--- src/rtl/maria_bus_arbiter.sv ---
// Bus arbiter: shares the system address bus between the 6502 and two DMA masters
// (Maria list fetch, debug/savestate port) and sequences the CPU halt handshake.
//
// Ports:
//   sysclk      - system clock, all state on rising edge
//   reset       - synchronous, active-high
//   enable      - Maria DMA enable; low forces the bus back to the CPU
//   cpu_phi_ok  - high in cycles where halt_b is allowed to rise
//   req_maria   - Maria level request (high for whole access, drop = done)
//   req_dbg     - debug port level request
//   cpu_addr    - CPU address
//   maria_addr  - Maria DMA address
//   dbg_addr    - debug port address
//   halt_b      - CPU halt, active-low, registered
//   gnt_maria   - Maria owns the bus, registered
//   gnt_dbg     - debug port owns the bus, registered
//   bus_sel     - 0=CPU 1=Maria 2=debug 3=none, registered
//   bus_addr    - address selected by bus_sel, 0 on a dead cycle
//   busy        - high whenever the arbiter is not idle
module maria_bus_arbiter #(
    parameter int HALT_LATENCY = 9,
    parameter int COOLDOWN     = 1,
    parameter int ADDR_W       = 16
) (
    input  logic              sysclk,
    input  logic              reset,
    input  logic              enable,
    input  logic              cpu_phi_ok,
    input  logic              req_maria,
    input  logic              req_dbg,
    input  logic [ADDR_W-1:0] cpu_addr,
    input  logic [ADDR_W-1:0] maria_addr,
    input  logic [ADDR_W-1:0] dbg_addr,
    output logic              halt_b,
    output logic              gnt_maria,
    output logic              gnt_dbg,
    output logic [1:0]        bus_sel,
    output logic [ADDR_W-1:0] bus_addr,
    output logic              busy
);

    localparam int CTR_MAX = (HALT_LATENCY > COOLDOWN) ? HALT_LATENCY : COOLDOWN;
    localparam int CTR_W   = (CTR_MAX > 0) ? $clog2(CTR_MAX + 1) : 1;

    localparam logic [1:0] SEL_CPU   = 2'd0;
    localparam logic [1:0] SEL_MARIA = 2'd1;
    localparam logic [1:0] SEL_DBG   = 2'd2;
    localparam logic [1:0] SEL_NONE  = 2'd3;

    typedef enum logic [2:0] {
        S_IDLE,
        S_HALT_WAIT,
        S_GRANT,
        S_HANDOFF,
        S_COOLDOWN,
        S_RELEASE_WAIT
    } state_e;

    state_e           state_q;
    logic [CTR_W-1:0] ctr_q;
    logic             halt_b_q;
    logic             gnt_maria_q;
    logic             gnt_dbg_q;
    logic [1:0]       bus_sel_q;
    // 1 = debug port was the most recent owner, 0 = Maria.
    logic             last_dbg_q;

    logic owner_req;
    logic other_req;
    logic pick_dbg;

    // The current owner is always last_dbg_q, since it is updated at every grant.
    always_comb begin
        owner_req = last_dbg_q ? req_dbg   : req_maria;
        other_req = last_dbg_q ? req_maria : req_dbg;
        // Lone requester wins; on contention the non-last owner wins.
        pick_dbg  = req_dbg & (~req_maria | ~last_dbg_q);
    end

    always_ff @(posedge sysclk) begin
        if (reset) begin
            state_q     <= S_IDLE;
            ctr_q       <= '0;
            halt_b_q    <= 1'b1;
            gnt_maria_q <= 1'b0;
            gnt_dbg_q   <= 1'b0;
            bus_sel_q   <= SEL_CPU;
            last_dbg_q  <= 1'b1;
        end else begin
            unique case (state_q)
                S_IDLE: begin
                    bus_sel_q <= SEL_CPU;
                    if (enable && (req_maria || req_dbg)) begin
                        halt_b_q <= 1'b0;
                        ctr_q    <= CTR_W'(1);
                        state_q  <= S_HALT_WAIT;
                    end
                end

                S_HALT_WAIT: begin
                    if (!enable || (!req_maria && !req_dbg)) begin
                        bus_sel_q <= SEL_CPU;
                        ctr_q     <= CTR_W'(COOLDOWN);
                        state_q   <= S_COOLDOWN;
                    end else if (ctr_q == CTR_W'(HALT_LATENCY)) begin
                        gnt_maria_q <= ~pick_dbg;
                        gnt_dbg_q   <= pick_dbg;
                        bus_sel_q   <= pick_dbg ? SEL_DBG : SEL_MARIA;
                        last_dbg_q  <= pick_dbg;
                        state_q     <= S_GRANT;
                    end else begin
                        ctr_q <= ctr_q + CTR_W'(1);
                    end
                end

                S_GRANT: begin
                    if (!enable || !owner_req) begin
                        gnt_maria_q <= 1'b0;
                        gnt_dbg_q   <= 1'b0;
                        if (enable && other_req) begin
                            // One dead cycle between owners, CPU stays halted.
                            bus_sel_q <= SEL_NONE;
                            state_q   <= S_HANDOFF;
                        end else begin
                            bus_sel_q <= SEL_CPU;
                            ctr_q     <= CTR_W'(COOLDOWN);
                            state_q   <= S_COOLDOWN;
                        end
                    end
                end

                S_HANDOFF: begin
                    if (!enable || !other_req) begin
                        bus_sel_q <= SEL_CPU;
                        ctr_q     <= CTR_W'(COOLDOWN);
                        state_q   <= S_COOLDOWN;
                    end else begin
                        gnt_maria_q <= last_dbg_q;
                        gnt_dbg_q   <= ~last_dbg_q;
                        bus_sel_q   <= last_dbg_q ? SEL_MARIA : SEL_DBG;
                        last_dbg_q  <= ~last_dbg_q;
                        state_q     <= S_GRANT;
                    end
                end

                S_COOLDOWN: begin
                    bus_sel_q <= SEL_CPU;
                    // A zero cooldown still spends this one cycle here.
                    if (ctr_q <= CTR_W'(1)) begin
                        state_q <= S_RELEASE_WAIT;
                    end
                    if (ctr_q != '0) begin
                        ctr_q <= ctr_q - CTR_W'(1);
                    end
                end

                S_RELEASE_WAIT: begin
                    bus_sel_q <= SEL_CPU;
                    if (cpu_phi_ok) begin
                        halt_b_q <= 1'b1;
                        state_q  <= S_IDLE;
                    end
                end

                default: begin
                    state_q <= S_IDLE;
                end
            endcase
        end
    end

    always_comb begin
        unique case (bus_sel_q)
            SEL_CPU:   bus_addr = cpu_addr;
            SEL_MARIA: bus_addr = maria_addr;
            SEL_DBG:   bus_addr = dbg_addr;
            default:   bus_addr = '0;
        endcase
    end

    assign halt_b    = halt_b_q;
    assign gnt_maria = gnt_maria_q;
    assign gnt_dbg   = gnt_dbg_q;
    assign bus_sel   = bus_sel_q;
    assign busy      = (state_q != S_IDLE);

endmodule
--- config.mk ---
export PLATFORM = sky130hd
export DESIGN_NAME = maria_bus_arbiter
export DESIGN_NICKNAME = d
export VERILOG_FILES = /design/src/rtl/maria_bus_arbiter.sv
export SDC_FILE = /design/constraint.sdc
export NUM_CORES = 1
export LEC_CHECK = 0
export CORE_ASPECT_RATIO = 1.25
export CORE_MARGIN = 4
export CORE_UTILIZATION = 40
export DETAILED_ROUTE_END_ITERATION = 10
export GPL_TIMING_DRIVEN = 0
export PLACE_DENSITY_LB_ADDON = 0.2
export SLEW_MARGIN = 15
export SYNTH_ARGS = -nofsm -noshare
export SYNTH_HDL_FRONTEND = slang
export SYNTH_SLANG_ARGS = --single-unit
--- constraint.sdc ---
create_clock -name sysclk -period 3.5 [get_ports sysclk]
set_clock_uncertainty 0.1 [all_clocks]
set_input_delay 0.35 -clock sysclk [delete_from_list [all_inputs] [get_ports sysclk]]
set_output_delay 0.35 -clock sysclk [all_outputs]
set_load 0.03 [all_outputs]
After elaboration in Yosys (flattened, before gate mapping)
Cells that the tools add are included.

$add $sub $neg: 2. Order comparisons: 1. Eq/ne operators: 20. Muxes and demuxes: 41. Bitwise operators: 5. Reduce and logical (&&, ||, !) cells: 28.

Operators with widths (number): one-hot mux 16 bit (3 select lines) (1); 2-to-1 mux 4 bit (7); 2-to-1 mux 3 bit (8); != test 2 bit, second input constant (10); one-hot mux 4 bit (5 select lines) (1); one-hot mux 3 bit (6 select lines) (1); 2-to-1 mux 2 bit (7); 2-to-1 mux 1 bit (11); AND reduction 5 bit (2); one-hot mux 2 bit (4 select lines) (1); nonzero test 4 bit (2); AND reduction 7 bit (1); equality test 3 x 2 -> 1 bit, second input constant (2); equality test 3 bit, second input constant (2); != test 3 bit, second input constant (2); one-hot mux 1 bit (3 select lines) (2); AND reduction 3 bit (2); nonzero test 3 bit (2); logical NOT 1 bit (5); nonzero test 5 bit (1); adder 4 x 1 -> 4 bit, second input constant (1); equality test 4 bit, second input constant (1); less-or-equal comparator 4 x 1 -> 1 bit, second input constant (1); logical OR 1 bit (4); 14 further kinds (20).

Bits in registers: 13. Input bits: 54. Output and inout port bits: 22. Word-level logic and storage cells: 104.

Depth between registers and ports, before layout
Gate-level depths: netlist (run 1).

Depth in word-level cells: 7. Mapped depth: 7.

Worst setup path after synthesis (run 1)
No wires, ideal clock.

Path type: register to output. From: register bus_sel_q[1], in the netlist bus_sel[1]. To: output bus_addr[11]. Arrival: 2.053 ns. Path slack: 0.997 ns. Stages on the path, launching flop included: 5. Cell sequence: dfxtp_1 -> buf_2 -> buf_1 -> mux2i_1 -> o21ai_0.

Word-level cells in the longest chain between the ends: 2. Elaborated cells between the ends (all ways): 4. Classes of those cells: eq/ne: 2; mux: 1; reduce/logical: 1.

Ends and longest elaborated chain: start: declaration (RTL line 64) `logic [1:0] bus_sel_q;`; start signal: assignment (RTL line 108) `bus_sel_q <= pick_dbg ? SEL_DBG : SEL_MARIA;`; start signal: assignment (RTL line 140) `bus_sel_q <= last_dbg_q ? SEL_MARIA : SEL_DBG;`; equality test 2 bit, or another cell as far along (RTL line 173) `unique case (bus_sel_q)`; one-hot mux 16 bit (3 select lines) (*) (RTL line 173); end: declaration (RTL line 38) `output logic [ADDR_W-1:0] bus_addr,`.

Every way passes the cells marked *; elsewhere a longest branch is shown, timed or not.

Worst setup path in the final report (run 1)
From: register bus_sel_q[0], in the netlist bus_sel[0]. To: output bus_addr[12].

The elaborated chain is that of the path after synthesis.

==> metrics, run 1 <==
Setup CP Type=flop to output port; chip width=slightly below 60 um; area leader, netlist=dfxtp_1; CTS Buf Count=3; initial antenna violation count=0; cell-internal power=585.6 uW; drt drc=0; Worst Tran Pin Value=between 0.6 and 0.7 ns; Final setup viols=0; drt pass-1 iters=4; Syn Nets=235; P&R area growth vs syn=63.27%; die height=72.11 um; Max-Cap Viols=0; num ports=76; Critical Path Fanout Max=10; Post-synth EDFFs=0; clk_lat worst skew=0.25 ns; Cell Area, Synth=roughly 1300 um2; final period utilization=approximately 83%; fmax=roughly 0.34 GHz; clock share of power=between 10% and 20%; data arrival time of the worst path=2.46 ns; DP HPWL=around 3.4 mm; Initial Util=around two fifths; vias per cell=around 5.5; Yosys warning total=0; hold_buf cts=0; post-CTS resize count=0; Clock transition at path regs=0.06 ns; nets@finish=314; ANT nets after route=0; Final Critical Period=2.914 ns; Post-Synthesis Cells=178; Hold/Removal Path Class=flop to flop; Pwr Total=between 1 and 1.5 mW; grt ovf=0; GRT Resource Usage Total=20.84%; sw frac=45.94%; Synth Register Bits=13; Placement Rows=23; status=finished, final reports clean; Max clock buf depth=2; share of post-route cells with drive strength above 1=5.469%; largest net degree at the start of global routing=11; Layout fillers=281; Synth top cells by count=nand2_1, o21ai_0, mux2i_1; Post-Syn Area per Cell=7.388 um2; Final Core Density=between 60% and 70%; max_slew headroom=56.17%; drt initial violations=57; unrepaired setup endpoints after global routing=no; asr flop ratio synth=0%; most common cell in the netlist=nand2_1; combinational fraction of design power=64.8%; Max H-tree Level=1; global-route wire length before repair=7.231 mm; CORE AREA=3194 um2; sequential fraction of design power=22.4%; Worst setup EP type=output port; Port Buf Inserts=74; Cell Pwr Density=between 500 and 600 nW/um2; top cells by area, synth=dfxtp_1, mux2i_1, o21ai_0; Synth top area share=19.79%; VDD IR-drop max=approximately 0.4 mV; library cells used by synthesis=51; Critical Path RT=3.05 ns; CTS tree=built; CP Launch Type=flop; P_leak=0.7636 nW; Placer Congestion=between 0.8 and 0.9; max-slew violation count=0; Antenna diodes=0; CTS sink cnt=13; vias in the first global route=1566; post-synthesis sequential area ratio=19.79%; setup TNS=0 ns; vias post-DR=1611; Die ar.=between 4000 and 5000 um2; Post-CTS Setup Inserts=0; final hold violation count=0; overall routed net length=4.335 mm; Routed WL per cell=14.80 um; Net Sw Power=497.6 uW; ys flop type=dfxtp_1; CTS Root Cell=clkbuf_8
## metrics by stage
| step | setup slack [ns] | std cells | hold WS, ns | cell area [um2] |
|---|---|---|---|---|
| final | 0.5855 | 293 | 0.3573 | 2147 |
| after detailed placement | 0.8478 | 289 | 0.3491 | 2102 |
| after global routing | 0.3560 | 293 | 0.3877 | 2147 |
| after global placement | 0.8516 | 289 | 0.3419 | 2102 |
| after CTS | 0.5608 | 293 | 0.3640 | 2147 |
| after floorplan | 0.9970 | 178 | 0.4360 | 1315 |
## power by group through the flow
| stage | logic (mW) | clock network [mW] | registers (mW) |
|---|---|---|---|
| floorplan | 0.447 | 0 | 0.259 |
| global placement | 0.687 | 0 | 0.245 |
| detailed placement | 0.694 | 0 | 0.246 |
| CTS | 0.699 | 0.141 | 0.243 |
| global route | 0.773 | 0.147 | 0.253 |
| finish | 0.702 | 0.138 | 0.243 |
## cell families (layout without fill, tap and decap cells)
logic type / count (synthesis) / count (layout) / share of synthesized area [%]
buffers and inverters: 16 / 94 / 5.328
adders and majority gates: 3 / 3 / 2.855
AOI/OAI and AO/OA: 63 / 63 / 34.06
DFF: 13 / 13 / 19.79
muxes: 21 / 21 / 16.17
and+or+nand+nor: 62 / 62 / 21.79
## per-layer routing
metal	GRT usage (%)	part of all wire [%]
met3	4.093	4.2
met1	27.66	41
met4	3.275	1.0
met5	0	0
met2	34.99	53
## area by class of cell
| cell class | count | area [um2] | area share (%) |
|---|---|---|---|
| plain buffers | 11 | 51.30 | 2.389 |
| clock buffers | 4 | 45.04 | 2.098 |
| inverters | 5 | 18.77 | 0.8741 |
| multi-input cells | 149 | 984.7 | 45.86 |
| flip-flops and latches | 13 | 260.3 | 12.12 |
| well taps | 37 | 46.29 | 2.156 |
| repair buffers | 74 | 740.7 | 34.50 |
## critical path, stage by stage, from the launching register on
cell and delay [ns]:
dfxtp_1 0.50, nor2b_1 0.17, clkbuf_1 0.25, clkbuf_1 0.39, nand2_1 0.09, o21ai_0 0.09, clkdlybuf4s50_1 0.72
## placed cells by master (no fill, tap or decap), types with 3 or more instances in the layout
master and instances:
a21oi_1 7, clkbuf_1 8, clkbuf_8 3, clkdlybuf4s50_1 74, dfxtp_1 13, ha_1 3
inv_1 5, mux2i_1 19, nand2_1 28, nand2b_1 3, nor2_1 12, nor2b_1 4
nor3_1 4, o21ai_0 22
## worst paths after layout
check / start / endpoint / slack, ns / cells after the start
hold / removal: gnt_maria / gnt_maria / 0.36 / 2
hold reg to reg: gnt_maria / gnt_maria / 0.36 / 2
setup / recovery: bus_sel[0] / bus_addr[12] / 0.59 / 6
setup reg to reg: state_q[0] / ctr_q[1] / 1.36 / 5
## flip-flops by register name, summed over array words and instances (netlist names)
register	flops
bus_sel	2
ctr_q	4
gnt_dbg	1
gnt_maria	1
halt_b	1
last_dbg_q	1
state_q	3
Note: power is estimated with default switching activity, not from simulation.
==> inputs of run 2 (changes only) <==
CORE_UTILIZATION = 35   (was 40)
clock period = 2.4 ns   (was 3.5 ns; I/O delays follow)
==> run 2 against run 1 <==
Net effect: count of clock-buffer cells in the layout is the same; largest cell class unchanged; sequential power grew 46%; critical path type unchanged; flip-flop and latch count is the same; clock power grew 50%; sequential share of layout area grew 0.25 points; via count shrank 2.6%; critical endpoint is now bus_addr[13]; combinational power grew 42%; worst setup slack lost 0.39 ns; wire length grew 3.4%; cell area shrank 1.6%.
==> metrics, run 2 (synthesis gave the netlist of run 1 again) <==
CTS Buf Count=3 (unchanged); Setup CP Type=flop to output port; num ports=76 (unchanged); nets@finish=314 (unchanged); Hold/Removal Path Class=primary input to flop; Clock transition at path regs=0.06 ns (about the same); Placer Congestion=0.8735 (+1.4%); drt drc=0 (unchanged); Post-CTS Setup Inserts=0 (unchanged); CP Launch Type=flop; Final Core Density=59.64% (-7.6 points); max-slew violation count=0 (unchanged); hold_buf cts=0 (unchanged); Placed Cells=291 (+0.69%); drt pass-1 iters=4 (unchanged); data arrival time of the worst path=1.87 ns (-0.59 ns); setup TNS=0 ns (unchanged); die height=76.53 um (+6.1%); Layout fillers=342 (+22%); DP HPWL=3.595 mm (+5.9%); CTS Root Cell=clkbuf_8; CORE AREA=3543 um2 (+11%); unrepaired setup endpoints after global routing=no; global-route wire length before repair=7.155 mm (-1.1%); vias per cell=5.319 (-3.3%); Critical Path Fanout Max=10 (unchanged); P_leak=0.7891 nW (+3.3%); fmax=about 0.45 GHz; clk_lat worst skew=0.25 ns (about the same); Worst Tran Pin Value=0.5981 ns (-0.05932 ns); GRT Resource Usage Total=18.10% (-2.7 points); Antenna diodes=0 (unchanged); grt ovf=0 (unchanged); overall routed net length=4.483 mm (+3.4%); ANT nets after route=0 (unchanged); VDD IR-drop max=0.5260 mV (+30%); Critical Path RT=2.06 ns (-0.99 ns); CTS sink cnt=13 (unchanged); drt initial violations=120 (+110%); vias in the first global route=1543 (-1.5%); Post-Layout Inst Area=2113 um2 (-1.6%); Max-Cap Viols=0 (unchanged); initial antenna violation count=0 (unchanged); Max clock buf depth=2 (unchanged); Routed WL per cell=15.20 um (+2.7%); Final Critical Period=2.208 ns; final hold violation count=0 (unchanged); Max H-tree Level=1 (unchanged); chip width=62.83 um (+6.0%); Cell Pwr Density=738.5 nW/um2 (+46%); max_slew headroom=60.04% (+3.9 points); Pwr Total=1.561 mW (+44%); Post-Layout Cell Count=295 (+0.68%); most frequent cells in the layout=clkdlybuf4s50_1, nand2_1, o21ai_0; Port Buf Inserts=74 (unchanged); Die ar.=4808 um2 (+12%); Placement Rows=24 (+4.3%); status=finished, final reports clean; Largest Register=ctr_q; Largest register FFs=4 (unchanged); share of post-route cells with drive strength above 1=10.55% (+5.1 points); post-CTS resize count=32 (+32); P&R area growth vs syn=60.70%; final period utilization=92.01%; Initial Util=37.11% (-4.1 points); commonest non-fill, non-tap cell in the layout=clkdlybuf4s50_1; CTS tree=built; Final setup viols=0 (unchanged); vias post-DR=1569 (-2.6%); largest net degree at the start of global routing=11 (unchanged); dpl cell area=2105 um2 (+0.12%); Worst setup EP type=output port
## run 2: path summary, 6_finish.rpt
check | end | slack (ns) | cells after the start | from
max | bus_addr[13] | 0.19 | 7 | bus_sel[1]
min | bus_sel[1] | 0.28 | 2 | reset
min reg2reg | gnt_maria | 0.36 | 2 | gnt_maria
max reg2reg | ctr_q[1] | 0.33 | 5 | state_q[0]
## run 2: layout make-up
type	count	area (um2)	share of cell area, %
buffer	11	55.05	2.605
clock buffer	4	45.04	2.131
inverter	5	18.77	0.8881
multi-input combinational	149	984.7	46.60
sequential	13	261.5	12.37
tap	39	48.80	2.309
timing repair buffer	74	699.4	33.10
## run 2: critical path, cell delays in order (launching register included)
cell	delay (ns)
dfxtp_1	0.31
buf_2	0.20
nor2b_1	0.13
clkbuf_2	0.19
clkbuf_2	0.26
nand2_1	0.08
o21ai_0	0.06
dlygate4sd1_1	0.40
## run 2: per-stage QoR
stage                     worst slack [ns]  hold slack (ns)
after CTS                         -0.01757           0.2832
after global routing               0.04002           0.3091
after global placement             -0.1674           0.3440
final                               0.1918           0.2778
after floorplan                   0.006951           0.3265
after detailed placement           -0.1877           0.3439
## run 2: where the power goes
part	total, mW	switching, mW	leakage [nW]	internal (mW)
sequential	0.355	0.0700	0.107	0.285
combinational	0.999	0.572	0.659	0.427
clock	0.207	0.0892	0.0228	0.118
## run 2: layer usage
metal,wire [um],part of all wire (%),up-vias,global-route usage (%)
met4,82,1.8,0,5.077
met3,157,3.5,9,3.097
li1,-,-,816,-
met5,0,0,-,0
met2,2378,53,49,33.94
met1,1865,42,695,20.58
==> inputs of run 3 (changes only) <==
CORE_UTILIZATION = 40   (was 35)
GPL_ROUTABILITY_DRIVEN = 0   (was default)
clock period = 2.6 ns   (was 2.4 ns; I/O delays follow)
==> run 3 against run 2 <==
Net effect: combinational power decreased by 6.8%; core utilization grew 7.3 points; wire length fell by 3.3%; non-clock buffer count stayed put; first-iteration DRC count down 53%; worst setup slack lost 0.0020 ns; sequential share of layout area is 0.20 points lower; count of clock-buffer cells in the layout is the same; power shrank 7.5%; final cell count fell by 0.68%; highest routed layer unchanged; via count up 1.7%.
==> metrics, run 3 (synthesis gave the netlist of run 1 again) <==
most frequent cells in the layout=clkdlybuf4s50_1, nand2_1, o21ai_0; final period utilization=92.70%; cell-internal power=774.9 uW (-6.5%); die height=72.11 um (-5.8%); Cell Pwr Density=675.5 nW/um2 (-8.5%); Max clock buf depth=2 (unchanged); unrepaired setup endpoints after global routing=no; Final Critical Period=approximately 2.4 ns; CTS tree=built; Multi-input gate area=984.7 um2 (unchanged); final worst setup slack=0.1898 ns (-0.002024 ns); initial antenna violation count=0 (unchanged); commonest non-fill, non-tap cell in the layout=clkdlybuf4s50_1; Worst Tran Pin Value=0.6032 ns (+0.005065 ns); fmax=0.4149 GHz; P_leak=0.7853 nW (-0.48%); largest net degree at the start of global routing=11 (unchanged); Initial Util=41.17% (+4.1 points); Net Sw Power=668.7 uW (-8.6%); Worst path slowest cell=clkdlybuf4s50_1; CTS Buf Count=3 (unchanged); hold_buf cts=0 (unchanged); Largest Register=ctr_q; share of post-route cells with drive strength above 1=6.250% (-4.3 points); Setup CP Type=flop to output port; data arrival time of the worst path=2.05 ns (+0.18 ns); vias per cell=5.444 (+2.4%); ANT nets after route=0 (unchanged); CP max stage delay=0.71 ns (+0.31 ns); Routed WL per cell=14.79 um (-2.7%); Largest register FFs=4 (unchanged); drt drc=0 (unchanged); sw frac=46.32% (-0.56 points); clock share of power=12.9% (-0.4 points); Worst setup EP type=output port; Buf+Inv Stages, Crit Path=2 (-2); setup TNS=0 ns (unchanged); sequential cell area=260.3 um2 (-0.48%); combinational fraction of design power=64.5% (+0.5 points); sequential fraction of design power=22.6% (about the same); global-route wire length before repair=7.231 mm (+1.1%); post-CTS resize count=12 (-63%); Port Buf Inserts=74 (unchanged); drt initial violations=56 (-53%); CORE AREA=3194 um2 (-9.9%); status=finished, final reports clean; vias post-DR=1595 (+1.7%); max-slew violation count=0 (unchanged); GRT Resource Usage Total=20.84% (+2.7 points); CTS Root Cell=clkbuf_8; Final setup viols=0 (unchanged); overall routed net length=4.333 mm (-3.3%); Critical Path Fanout Max=10 (unchanged); grt ovf=0 (unchanged); top cell family by delay on the critical path=buffers and inverters; CTS sink cnt=13 (unchanged); nets@finish=314 (unchanged); Antenna diodes=0 (unchanged); Max-Cap Viols=0 (unchanged); P&R area growth vs syn=62.51%; vias in the first global route=1566 (+1.5%); Pwr Total=1.444 mW (-7.5%); chip width=59.29 um (-5.6%); Placement Rows=23 (-4.2%); clk_lat worst skew=0.25 ns (about the same); max_slew headroom=59.70% (-0.34 points); Post-CTS Setup Inserts=0 (unchanged); drt pass-1 iters=4 (unchanged); CP Launch Type=flop; Hold/Removal Path Class=primary input to flop; Layout fillers=285 (-17%); Die ar.=4275 um2 (-11%); final hold violation count=0 (unchanged); DP HPWL=3.396 mm (-5.6%); Clock transition at path regs=0.06 ns (about the same); pre-CTS WS=0.03784 ns (+0.2255 ns); Critical Path RT=2.24 ns (+0.18 ns); num ports=76 (unchanged); Max H-tree Level=1 (unchanged); VDD IR-drop max=0.5448 mV (+3.6%); crit path cell chain=nor2b_1 -> clkbuf_1 -> nand2_1 -> o21ai_0 -> clkdlybuf4s50_1
## run 3: cell types whose count changed in the layout (fill, tap and decap cells not counted), sizes merged
cell	change
dlygate4sd2	+4
dlygate4sd1	-1
clkdlybuf4s15	-2
clkdlybuf4s50	+6
clkbuf	-7
## run 3: through the flow
step	hold slack [ns]	cell area, um2	std cells	util [%]
final	0.3228	2137	293	66.90
after global routing	0.3428	2137	293	66.90
after CTS	0.3151	2137	293	66.90
after detailed placement	0.3491	2102	289	65.80
after global placement	0.3419	2102	289	65.80
after floorplan	0.3465	1315	178	-
## run 3: worst paths after layout
check             start          end  depth (start not counted)  slack, ns
min reg2reg   gnt_maria    gnt_maria                          2       0.36
max          bus_sel[0]  bus_addr[0]                          5       0.19
min               reset   state_q[1]                          2       0.32
max reg2reg  state_q[0]     ctr_q[1]                          5       0.46
## run 3: power groups by stage
stage	Clock, mW	Sequential, mW	Combinational (mW)
4_1_cts	0.189	0.327	0.927
5_1_grt	0.198	0.341	1.03
6_report	0.186	0.327	0.931
3_5_place_dp	0	0.331	0.934
2_1_floorplan	0	0.349	0.601
3_3_place_gp	0	0.330	0.925
## run 3: per-layer routing
layer  track usage (%)  vias up  share of wire, %
li1                  -      822                 -
met1             27.66      710                41
met2             34.99       59                53
met3             4.093        4               4.8
met4             3.275        0               1.0
met5                 0        -                 0
## run 3: final cells by class
cell class | count | share of cell area [%]
clock buffers | 4 | 2.108
inverters | 5 | 0.8782
flip-flops and latches | 13 | 12.18
plain buffers | 11 | 2.518
well taps | 37 | 2.166
repair buffers | 74 | 34.07
multi-input cells | 149 | 46.08
